<file path="config.mk">
export PLATFORM = sky130hd
export DESIGN_NAME = reg_bus_arbiter
export DESIGN_NICKNAME = d
export VERILOG_FILES = /design/src/rtl/reg_bus_pkg.sv /design/src/rtl/rr_arb2.sv /design/src/rtl/reg_bus_arbiter.sv
export SDC_FILE = /design/constraint.sdc
export NUM_CORES = 1
export LEC_CHECK = 0
export CAP_MARGIN = 40
export CORE_AREA = 2 2 104 106
export CTS_CLUSTER_SIZE = 30
export DETAILED_ROUTE_END_ITERATION = 8
export DIE_AREA = 0 0 106 108
export GPL_TIMING_DRIVEN = 0
export PLACE_DENSITY = 0.85
export SLEW_MARGIN = 20
export SYNTH_ARGS = -nofsm -noshare
export SYNTH_HDL_FRONTEND = slang
export SYNTH_SLANG_ARGS = --single-unit
export TNS_END_PERCENT = 1
</file>
<file path="constraint.sdc">
create_clock -name clk -period 3.3 [get_ports clk]
set_input_delay 0.66 -clock clk [delete_from_list [all_inputs] [get_ports clk]]
set_output_delay 0.66 -clock clk [all_outputs]
set_load 0.01 [all_outputs]
</file>
<file path="src/rtl/reg_bus_pkg.sv">
// Shared definitions for the register-bus arbiter: default bus widths,
// the data value returned on a timed-out access, and the FSM encoding.
package reg_bus_pkg;

    localparam int ASZ_DEF = 7;
    localparam int DSZ_DEF = 32;

    // Returned as read data when the target never acknowledges.
    localparam logic [31:0] ERR_DATA = 32'hDEAD_BEEF;

    typedef enum logic [1:0] {
        ST_IDLE  = 2'd0,
        ST_ISSUE = 2'd1,
        ST_WAIT  = 2'd2,
        ST_DONE  = 2'd3
    } state_t;

endpackage

</file>
<file path="src/rtl/rr_arb2.sv">
// Two-way round-robin winner selection. Purely combinational; the caller
// registers the result and owns the last-grant history.
module rr_arb2 (
    input  logic [1:0] valid,
    input  logic       last,
    output logic [1:0] grant
);

    // On a tie the requester that was not served last wins; otherwise the
    // single pending requester wins. No request gives an all-zero grant.
    always_comb begin
        grant = 2'b00;
        if (valid == 2'b11) begin
            grant = last ? 2'b01 : 2'b10;
        end else begin
            grant = valid;
        end
    end

endmodule

</file>
<file path="src/rtl/reg_bus_arbiter.sv">
// Arbitrates two register-bus requesters (0 = SPI port, 1 = host bridge)
// onto a single target port, one transaction at a time.
//
// Handshake: a requester raises rq_valid[i] with stable rq_rnw/addr/wdata
// and holds them until it sees rq_ready[i] (a one-cycle pulse); a request
// withdrawn before that pulse is simply not served. Completion is reported
// later by a one-cycle rq_done[i] pulse, with rq_rdata/rq_err valid in that
// same cycle and held afterwards. On the target side exactly one of
// tgt_wr_en/tgt_rd_en pulses per transaction and the target answers with a
// one-cycle tgt_ack; an ack that does not arrive within TMO wait cycles is
// reported as an error with ERR_DATA as read data.
module reg_bus_arbiter
    import reg_bus_pkg::*;
#(
    parameter int ASZ = ASZ_DEF,
    parameter int DSZ = DSZ_DEF,
    parameter int TMO = 15
) (
    input  logic           clk,
    input  logic           rst,
    input  logic [1:0]     rq_valid,
    input  logic [1:0]     rq_rnw,
    input  logic [ASZ-1:0] rq0_addr,
    input  logic [ASZ-1:0] rq1_addr,
    input  logic [DSZ-1:0] rq0_wdata,
    input  logic [DSZ-1:0] rq1_wdata,
    output logic [1:0]     rq_ready,
    output logic [1:0]     rq_done,
    output logic           rq_err,
    output logic [DSZ-1:0] rq_rdata,
    output logic [ASZ-1:0] tgt_addr,
    output logic [DSZ-1:0] tgt_wdata,
    output logic           tgt_wr_en,
    output logic           tgt_rd_en,
    input  logic [DSZ-1:0] tgt_rdata,
    input  logic           tgt_ack
);

    localparam logic [DSZ-1:0] ERR_Q   = DSZ'(ERR_DATA);
    localparam logic [7:0]     TMO_CNT = 8'(TMO);

    state_t         state;
    logic           winner;      // index of the requester being served
    logic           rnw_q;       // direction of the transaction in flight
    logic           last_grant;  // index served by the last completed transaction
    logic [7:0]     wait_cnt;    // WAIT cycles elapsed without an ack
    logic [7:0]     wait_cnt_nxt;

    logic [1:0]     grant;
    logic           g_idx;
    logic           win_rnw;
    logic [ASZ-1:0] win_addr;
    logic [DSZ-1:0] win_wdata;

    rr_arb2 u_arb (
        .valid (rq_valid),
        .last  (last_grant),
        .grant (grant)
    );

    assign g_idx        = grant[1];
    assign wait_cnt_nxt = wait_cnt + 8'd1;

    // Steer the winning requester's fields toward the target registers.
    always_comb begin
        win_rnw   = rq_rnw[g_idx];
        win_addr  = g_idx ? rq1_addr  : rq0_addr;
        win_wdata = g_idx ? rq1_wdata : rq0_wdata;
    end

    // Transaction FSM; every output is a register updated on state entry.
    always_ff @(posedge clk or posedge rst) begin
        if (rst) begin
            state      <= ST_IDLE;
            winner     <= 1'b0;
            rnw_q      <= 1'b0;
            last_grant <= 1'b1;
            wait_cnt   <= 8'd0;
            rq_ready   <= 2'b00;
            rq_done    <= 2'b00;
            rq_err     <= 1'b0;
            rq_rdata   <= '0;
            tgt_addr   <= '0;
            tgt_wdata  <= '0;
            tgt_wr_en  <= 1'b0;
            tgt_rd_en  <= 1'b0;
        end else begin
            case (state)
                ST_IDLE: begin
                    if (|rq_valid) begin
                        winner    <= g_idx;
                        rnw_q     <= win_rnw;
                        tgt_addr  <= win_addr;
                        tgt_wdata <= win_wdata;
                        rq_ready  <= grant;
                        tgt_wr_en <= ~win_rnw;
                        tgt_rd_en <= win_rnw;
                        state     <= ST_ISSUE;
                    end
                end
                ST_ISSUE: begin
                    // Ready and strobe were raised on entry; drop them now.
                    rq_ready  <= 2'b00;
                    tgt_wr_en <= 1'b0;
                    tgt_rd_en <= 1'b0;
                    wait_cnt  <= 8'd0;
                    state     <= ST_WAIT;
                end
                ST_WAIT: begin
                    // An ack on the same cycle as the timeout still counts as success.
                    if (tgt_ack) begin
                        rq_rdata <= rnw_q ? tgt_rdata : '0;
                        rq_err   <= 1'b0;
                        rq_done  <= {winner, ~winner};
                        state    <= ST_DONE;
                    end else if (wait_cnt_nxt == TMO_CNT) begin
                        rq_rdata <= ERR_Q;
                        rq_err   <= 1'b1;
                        rq_done  <= {winner, ~winner};
                        state    <= ST_DONE;
                    end else begin
                        wait_cnt <= wait_cnt_nxt;
                    end
                end
                ST_DONE: begin
                    rq_done    <= 2'b00;
                    last_grant <= winner;
                    state      <= ST_IDLE;
                end
                default: begin
                    state <= ST_IDLE;
                end
            endcase
        end
    end

endmodule

</file>
==> flow_metrics.py, run 1 <==
metrics = {
    "synthesis": {
        "synth_simple_gate_area_share_pct": 8.83,
        "yosys.area_share.adder_pct": 1.82,
        "synthMuxAreaShare_pct": 11.0,
        "synth_top_family_by_area": "compound AO/OA/AOI/OAI gates",
        "synth_xor_area_share_pct": 0.637,
        "synthCells": 407,
        "synth.distinct_cells": 38,
        "synth-edff-count": 0,
        "async_reset_ff_share_pct": 100,
        "yosysTopAreaCellShare_pct": 54.6,
        "yosys-top-cells-area": "dfrtp_1 55%, mux2i_1 10%, a21oi_1 6.3%, o21ai_0 5.8%, nand2_1 5.1%",
        "synth-main-ff-cell": "dfrtp_1",
        "ys_seq_area_share_pct": 55.2,
        "synth_top_area_cell": "dfrtp_1",
        "yosysWarnings": 0,
        "synth_nets": 530,
        "syn_avg_cell_area_um2": 10.1,
        "synth-compound-area-share_pct": 16.8,
        "synth.cell_area_um2": 4130,
        "synth_seq_cells": 91,
    },
    "worst_setup_path": {
        "crit_type": "reg -> reg",
        "required_ns": 3.55,
        "crit_path_start_kind": "flip-flop",
        "crit_fanout": 10,
        "arrival_ns": 2.61,
        "cp-end-kind": "flip-flop",
    },
    "timing": {
        "slew_violations": 0,
        "max_freq_ghz": 0.424,
        "tightest_slew_ns": 0.685,
        "rsz0062_at_grt": "false",
        "finalHoldViolCount": 0,
        "finClkSkew_ns": 0.0105,
        "whs_ns": 0.486,
        "setup_viol": 0,
        "min_period_ns": 2.36,
        "slew_headroom_pct": 54.3,
        "fin_crit_sh_pct": 71.5,
    },
    "route": {
        "vias": 3769,
        "top_layer": "met4",
        "drt_wl_total_um": 11800,
        "met3_length_um": 906,
        "first_pass_iters": 4,
        "drtAntennaViolNets": 0,
        "wl_met2_um": 5970,
        "drcViolationCount": 0,
        "drt_iter0_markers": 224,
        "wl_met1_um": 4620,
        "viasPerCell": 5.00,
        "post_drt_wl_per_cell_um": 15.7,
    },
    "status": {
        "status": "complete, no violations",
    },
    "layout": {
        "design_area_um2": 6460,
        "syn2layout_area_growth_pct": 56.6,
        "final_common_cell": "clkdlybuf4s50_1",
        "multi_input_area_um2": 1610,
        "filler_cell_count": 849,
        "fin_nets": 736,
        "final_cell_mix": "194 x clkdlybuf4s50_1, 90 x dfrtp_1, 56 x nand2_1, 52 x a21oi_1, 48 x o21ai_0",
        "stdcell_count": 754,
        "drive_above_1_share_pct": 5.02,
        "diodes": 0,
        "seq_area_um2": 2280,
    },
    "cts": {
        "ctsHoldBuffers": 0,
        "clockBufferDepth": 2,
        "cts_resized": 0,
        "cts_root_buffer": "clkbuf_8",
        "insertion_delay_ns": 0.36,
        "cts_tree": "done",
        "htree_levels": 3,
        "cts_made_buffers": 9,
        "clk_pin_slew_worst_paths_ns": 0.09,
        "cts.sinks": 91,
        "post_cts_buffers": 0,
    },
    "grt": {
        "track_usage_pct": 21.3,
        "antenna_found_initial": 0,
        "grt_pass1_wl_um": 19200,
        "grt_max_degree": 55,
        "grt-ovfl-total": 0,
        "grt_pass1_vias": 3976,
    },
    "power": {
        "combPwrFrac_pct": 48.8,
        "vdd_drop_max_uv": 323,
        "leakage_nw": 2.89,
        "p_seq_share_pct": 36.4,
        "power.internal_mw": 3.32,
        "p_per_area_nw_per_um2": 813,
        "power.switching_mw": 1.93,
        "clkPwrFrac_pct": 14.9,
        "switching_share_pct": 36.8,
    },
    "min_path": {
        "worst_hold_path_type": "reg -> reg",
    },
    "floorplanning": {
        "dieArea_um2": 11400,
        "initial_utilization_pct": 40.3,
        "die_h_um": 108,
        "io_pins": 195,
        "rows": 37,
        "coreArea_um2": 10200,
        "die_w_um": 106,
    },
    "flow_run": {
        "max-cap-violations": 0,
    },
    "placed_design": {
        "placed_cell_area_um2": 6260,
        "placed_cells": 738,
        "portBuffers": 194,
        "gp_congestion": 0.813,
        "place_hpwl_um": 8940,
    },
}
final cells by class:
class,count,share of cell area [%]
flip-flops and latches,91,35.3
inverters,32,1.90
well taps,136,2.63
repair buffers,195,30.4
clock inverters,5,0.930
clock buffers,11,2.19
plain buffers,26,1.76
multi-input cells,258,25.0
kinds of logic after synthesis:
| group | after synthesis |
|---|---|
| adders and majority gates | 6 |
| and+or+nand+nor | 81 |
| muxes | 45 |
| DFF | 91 |
| AOI/OAI and AO/OA | 123 |
| xor gates and xnor gates | 3 |
| buffers and inverters | 58 |
Yosys cell counts (2+ instances only):
cell	number
nor2b_1	2
ha_1	6
nand3_1	7
a21oi_1	52
xor2_1	2
nor2_1	5
buf_1	2
nand2b_1	4
nand3b_1	2
inv_1	32
mux2_2	2
dfrtp_1	90
buf_2	7
mux2i_1	43
clkbuf_1	16
o22ai_1	2
o21ai_0	48
a22o_1	10
nand2_1	56
path summary, 6_finish.rpt:
check	slack [ns]	to	startpoint	depth (start not counted)
worst max-delay path	0.94	rq_rdata[22]	wait_cnt[0]	9
worst min-delay path	0.49	tgt_wdata[20]	tgt_wdata[20]	2
worst max register to register	0.94	rq_rdata[22]	wait_cnt[0]	9
worst min register to register	0.49	tgt_wdata[20]	tgt_wdata[20]	2
max in group asynchronous	1.83	last_grant	rst	3
min in group asynchronous	0.76	rq_rdata[30]	rst	2
power groups by stage:
stage,Clock (mW),Combinational (mW),Sequential [mW]
final,0.781,2.56,1.91
after global routing,0.850,2.81,1.97
after detailed placement,0,2.57,1.93
after floorplan,0,1.01,2.11
after global placement,0,2.48,1.90
after CTS,0.807,2.58,1.91
worst max-delay path: stages, from the launching register on:
cell and delay, ns:
dfrtp_1 0.44, ha_1 0.28, xor2_1 0.17, nand3b_1 0.14, nor4_4 0.33, a21oi_2 0.17
nand2b_1 0.18, buf_2 0.16, buf_6 0.15, a22o_1 0.23
routing by layer:
layer,up-vias,track usage (%)
li1,1797,-
met1,1785,24.8
met2,159,36.6
met3,28,6.09
met4,0,9.96
met5,-,0
through the flow:
stage	setup slack, ns	power [mW]	setup TNS, ns	utilization (%)
5_1_grt	0.785	5.63	0	63.2
3_5_place_dp	0.708	4.49	0	61.2
6_report	0.941	5.25	0	63.2
3_3_place_gp	-1.09	4.38	-97.78	61.0
2_1_floorplan	0.278	3.11	0	-
4_1_cts	0.921	5.30	0	63.2
state kept, by name (all words and copies together) (netlist names), 2 cells and up:
signal,cells
rq_done,2
rq_rdata,32
state,2
rq_ready,2
wait_cnt,8
tgt_addr,7
tgt_wdata,32
Power figures use the tool's default switching activity.
==> run 2, diff against run 1 <==
==> constraint.sdc (replaced) <==
create_clock -name clk -period 2.4 [get_ports clk]
set_input_delay 0.48 -clock clk [delete_from_list [all_inputs] [get_ports clk]]
set_output_delay 0.48 -clock clk [all_outputs]
set_load 0.01 [all_outputs]
==> flow_metrics.py, run 2 (synthesis results as in run 1) <==
metrics = {
    "status": {
        "status": "complete, no violations",
    },
    "floorplanning": {
        "coreArea_um2": 10200,
        "rows": 37,
        "die_h_um": 108,
        "io_pins": 195,
        "die_w_um": 106,
        "dieArea_um2": 11400,
        "initial_utilization_pct": 40.3,
    },
    "worst_setup_path": {
        "crit_fanout": 10,
        "crit_type": "reg -> reg",
        "cp-end-kind": "flip-flop",
        "arrival_ns": 2.51,
        "required_ns": 2.64,
        "crit_path_start_kind": "flip-flop",
    },
    "layout": {
        "final_cell_mix": "194 x clkdlybuf4s50_1, 89 x dfrtp_1, 56 x nand2_1, 52 x a21oi_1, 48 x o21ai_0",
        "filler_cell_count": 845,
        "syn2layout_area_growth_pct": 57.5,
        "fin_nets": 739,
        "reg_top3": "rq_rdata: 32 flops, tgt_wdata: 32 flops, wait_cnt: 8 flops",
        "final_common_cell": "clkdlybuf4s50_1",
        "design_area_um2": 6500,
        "finish.utilization_pct": 63.5,
        "diodes": 0,
        "drive_above_1_share_pct": 5.96,
    },
    "power": {
        "power.switching_mw": 2.65,
        "power.internal_mw": 4.55,
        "clkPwrFrac_pct": 14.6,
        "p_per_area_nw_per_um2": 1110,
        "p_seq_share_pct": 36.6,
        "vdd_drop_max_uv": 520,
        "combPwrFrac_pct": 48.8,
        "switching_share_pct": 36.8,
        "leakage_nw": 2.90,
    },
    "timing": {
        "fin_crit_sh_pct": 94.6,
        "rsz0062_at_grt": "false",
        "tightest_slew_ns": 0.675,
        "max_freq_ghz": 0.440,
        "finClkSkew_ns": 0.0159,
        "min_period_ns": 2.27,
        "setup_viol": 0,
        "fin_ws_ns": 0.129,
        "finalHoldViolCount": 0,
        "slew_violations": 0,
        "slew_headroom_pct": 54.7,
    },
    "grt": {
        "grtUsageMet2_pct": 36.1,
        "grt_pass1_wl_um": 18700,
        "use_met3_pct": 6.39,
        "busiest_layer": "met2",
        "grt_max_degree": 34,
        "use_met1_pct": 23.8,
        "grt_pass1_vias": 3888,
        "antenna_found_initial": 0,
        "track_usage_pct": 20.4,
        "grt-ovfl-total": 0,
    },
    "cts": {
        "cts.sinks": 91,
        "clockBufferDepth": 2,
        "htree_levels": 3,
        "cts_root_buffer": "clkbuf_8",
        "clk_pin_slew_worst_paths_ns": 0.10,
        "cts_tree": "done",
        "insertion_delay_ns": 0.35,
        "cts_made_buffers": 9,
    },
    "min_path": {
        "worst_hold_path_type": "reg -> reg",
    },
    "placed_design": {
        "gp_congestion": 0.813,
        "portBuffers": 194,
        "pre_cts_ws_ns": 0.0167,
        "place_hpwl_um": 8940,
        "placed_cell_area_um2": 6280,
    },
    "route": {
        "drtAntennaViolNets": 0,
        "drt_iter0_markers": 142,
        "viasPerCell": 4.94,
        "vias": 3741,
        "first_pass_iters": 4,
        "post_drt_wl_per_cell_um": 15.2,
        "drt_wl_total_um": 11500,
        "drcViolationCount": 0,
    },
    "flow_run": {
        "max-cap-violations": 0,
    },
}
run 2: cell count changes in the layout (fill, tap and decap cells not counted), sizes merged:
cell,delta
clkinv,+1
clkbuf,-2
clkinvlp,+1
buf,+3
run 2: through the flow:
stage	TNS, ns	total power, mW	cells	hold slack [ns]
after floorplan	0	4.28	407	0.484
after detailed placement	0	6.19	739	0.469
after CTS	0	7.26	755	0.490
final	0	7.20	757	0.485
after global routing	0	7.72	757	0.506
after global placement	-8.64	6.02	737	0.460
run 2: critical path, stage by stage, from the launching register on:
cell      delay, ns
dfrtp_2        0.46
ha_2           0.23
xor2_1         0.13
nand3b_1       0.13
nor4_4         0.31
a21oi_2        0.16
nand2b_1       0.18
buf_2          0.17
buf_6          0.15
a22o_1         0.23
run 2: routing by layer:
metal | routed length [um] | part of all wire (%)
met2 | 5910 | 51
met3 | 802 | 7.0
met4 | 175 | 1.5
met5 | 0 | 0
met1 | 4640 | 40
run 2: what timing repair did:
action	CTS	global route
hold buffers	0	0
buffers inserted	0	2
endpoints found under the setup margin	0	33
resized for setup	0	2
run 2: final timing paths:
kind,startpoint,to,slack [ns],depth (start not counted)
worst min register to register,tgt_addr[1],tgt_addr[1],0.48,2
worst min-delay path,tgt_addr[1],tgt_addr[1],0.48,2
worst max-delay path,wait_cnt[0],rq_rdata[22],0.13,9
min in group asynchronous,rst,rq_rdata[27],0.55,2
max in group asynchronous,rst,last_grant,0.97,4
worst max register to register,wait_cnt[0],rq_rdata[22],0.13,9
run 2: area by class of cell:
cell class	instances	area, um2	share of cell area, %
buffer	26	114	1.75
clock buffer	9	124	1.91
clock inverter	7	73.8	1.14
inverter	32	124	1.91
multi-input combinational	258	1620	24.9
sequential	91	2280	35.1
tap	136	170	2.62
timing repair buffer	198	2000	30.7
run 2: power groups by stage:
stage / clock network (mW) / registers [mW] / logic (mW)
after global placement: 0 / 2.62 / 3.41
after detailed placement: 0 / 2.66 / 3.53
after global routing: 1.15 / 2.72 / 3.85
after floorplan: 0 / 2.89 / 1.39
final: 1.05 / 2.64 / 3.51
after CTS: 1.08 / 2.64 / 3.54
==> run 3, diff against run 2 <==
--- a/config.mk
+++ b/config.mk
@@ -6,12 +6,12 @@
 export NUM_CORES = 1
 export LEC_CHECK = 0
 export CAP_MARGIN = 40
-export CORE_AREA = 2 2 104 106
+export CORE_AREA = 2 2 112 114
 export CTS_CLUSTER_SIZE = 30
 export DETAILED_ROUTE_END_ITERATION = 8
-export DIE_AREA = 0 0 106 108
+export DIE_AREA = 0 0 114 116
 export GPL_TIMING_DRIVEN = 0
-export PLACE_DENSITY = 0.85
+export PLACE_DENSITY = 0.75
 export SLEW_MARGIN = 20
 export SYNTH_ARGS = -nofsm -noshare
 export SYNTH_HDL_FRONTEND = slang
==> flow_metrics.py, run 3 (synthesis results as in run 1) <==
metrics = {
    "status": {
        "status": "complete, no violations",
    },
    "timing": {
        "tightest_slew_ns": 0.694,
        "final.setup.tns_ns": 0,
        "finalHoldViolCount": 0,
        "setup_viol": 0,
        "min_period_ns": 2.29,
        "slew_headroom_pct": 53.6,
        "slew_violations": 0,
        "finClkSkew_ns": 0.00704,
        "max_freq_ghz": 0.436,
        "fin_crit_sh_pct": 95.6,
    },
    "power": {
        "vdd_drop_max_uv": 473,
        "leakage_nw": 2.94,
        "combPwrFrac_pct": 46.3,
        "clkPwrFrac_pct": 18.8,
        "p_per_area_nw_per_um2": 1150,
        "p_seq_share_pct": 34.9,
        "power.internal_mw": 4.88,
        "power.switching_mw": 2.71,
        "switching_share_pct": 35.7,
    },
    "cts": {
        "htree_levels": 3,
        "cts.sinks": 91,
        "cts_root_buffer": "clkbuf_16",
        "clockBufferDepth": 2,
        "insertion_delay_ns": 0.34,
        "cts_made_buffers": 9,
        "clk_pin_slew_worst_paths_ns": 0.07,
        "cts_tree": "done",
        "ctsHoldBuffers": 0,
    },
    "placed_design": {
        "placed_cells": 750,
        "placed_cell_area_um2": 6290,
        "gp_congestion": 0.778,
        "portBuffers": 194,
        "place_hpwl_um": 9260,
    },
    "route": {
        "drcViolationCount": 0,
        "first_pass_iters": 5,
        "post_drt_wl_per_cell_um": 15.4,
        "vias": 3735,
        "drt_iter0_markers": 133,
        "drt_wl_total_um": 11800,
        "drtAntennaViolNets": 0,
        "viasPerCell": 4.87,
    },
    "layout": {
        "stdcell_count": 767,
        "final_cell_mix": "194 x clkdlybuf4s50_1, 89 x dfrtp_1, 56 x nand2_1, 52 x a21oi_1, 48 x o21ai_0",
        "design_area_um2": 6620,
        "seq_area_um2": 2280,
        "fin_nets": 738,
        "multi_input_area_um2": 1630,
        "drive_above_1_share_pct": 5.81,
        "filler_cell_count": 1072,
        "reg_top3": "rq_rdata: 32 flops, tgt_wdata: 32 flops, wait_cnt: 8 flops",
        "syn2layout_area_growth_pct": 60.6,
        "diodes": 0,
        "final_common_cell": "clkdlybuf4s50_1",
    },
    "floorplanning": {
        "io_pins": 195,
        "coreArea_um2": 11900,
        "dieArea_um2": 13200,
        "die_h_um": 116,
        "rows": 40,
        "initial_utilization_pct": 34.6,
        "die_w_um": 114,
    },
    "grt": {
        "antenna_found_initial": 0,
        "grt_pass1_wl_um": 18900,
        "grt_pass1_vias": 3839,
        "use_met3_pct": 5.13,
        "grt-ovfl-total": 0,
        "use_met1_pct": 21.7,
        "busiest_layer": "met2",
        "track_usage_pct": 18.1,
        "grtUsageMet2_pct": 31.1,
        "grt_max_degree": 33,
    },
    "worst_setup_path": {
        "arrival_ns": 2.51,
        "crit_type": "reg -> reg",
        "crit_path_cell_trace": "ha_4 > xor2_1 > nand3b_1 > nor4_4 > a21oi_4 > nand2b_1 > buf_2 > buf_6 > a22o_1",
        "max_stage_delay_ns": 0.45,
        "cp-end-kind": "flip-flop",
        "crit_path_start_kind": "flip-flop",
        "slowest_stage": "dfrtp_2",
        "rr_worst_depth": 9,
        "required_ns": 2.62,
        "crit_fanout": 10,
    },
    "flow_run": {
        "max-cap-violations": 0,
    },
    "min_path": {
        "hold_path_depth": 2,
        "worst_hold_path_type": "reg -> reg",
    },
}
[run 3: cell count changes in the layout (fill, tap and decap cells not counted)]
cell,before,now
a21oi_2,1,0
a21oi_4,0,1
buf_4,2,1
clkbuf_16,0,9
clkbuf_8,9,0
clkinv_2,2,1
clkinvlp_4,2,4
ha_2,1,0
ha_4,0,1
inv_6,3,2
[run 3: final timing paths]
check                             from  slack [ns]      endpoint
min reg2reg                tgt_addr[0]        0.48   tgt_addr[0]
max reg2reg                wait_cnt[0]        0.11  rq_rdata[29]
min in group asynchronous          rst        0.60   rq_rdata[5]
min                        tgt_addr[0]        0.48   tgt_addr[0]
max                        wait_cnt[0]        0.11  rq_rdata[29]
max in group asynchronous          rst        0.91    last_grant
[run 3: routing by layer]
layer	wire length (um)	vias up	share of wire, %
li1	-	1806	-
met1	4930	1750	42
met2	5660	166	48
met3	1040	13	8.8
met4	194	0	1.6
met5	0	-	0
[run 3: power groups by stage]
stage | logic, mW | clock network [mW] | registers (mW)
detailed placement | 3.55 | 0 | 2.66
global placement | 3.45 | 0 | 2.62
global route | 3.87 | 1.53 | 2.74
CTS | 3.56 | 1.47 | 2.64
floorplan | 1.39 | 0 | 2.89
finish | 3.51 | 1.43 | 2.65
[run 3: cell type report]
type	count	area share, %
buffer	26	1.72
clock buffer	9	3.40
clock inverter	7	1.13
inverter	32	1.87
multi-input combinational	258	24.7
sequential	91	34.4
tap	147	2.78
timing repair buffer	197	30.0
[run 3: critical path: cells and delay by family (launching register included)]
family,cells,cell delay [ns]
and+or+nand+nor,3,0.71
DFF,1,0.45
AOI/OAI and AO/OA,2,0.38
buffers and inverters,2,0.31
adders and majority gates,1,0.19
xor gates and xnor gates,1,0.13
[run 3: metrics by stage]
step,power (mW),hold slack [ns],utilization [%],setup slack [ns]
2_1_floorplan,4.28,0.484,-,0.313
3_3_place_gp,6.07,0.462,52.5,-0.121
3_5_place_dp,6.21,0.469,52.8,-0.0711
4_1_cts,7.67,0.484,55.4,0.0384
5_1_grt,8.14,0.500,55.6,-0.0217
6_report,7.58,0.478,55.6,0.105
[run 3: what timing repair did]
action / CTS / global route
setup endpoints to repair: 0 / 24
setup buffers: 0 / 1
resized for setup: 0 / 4
endpoints found under the hold margin: 0 / 0
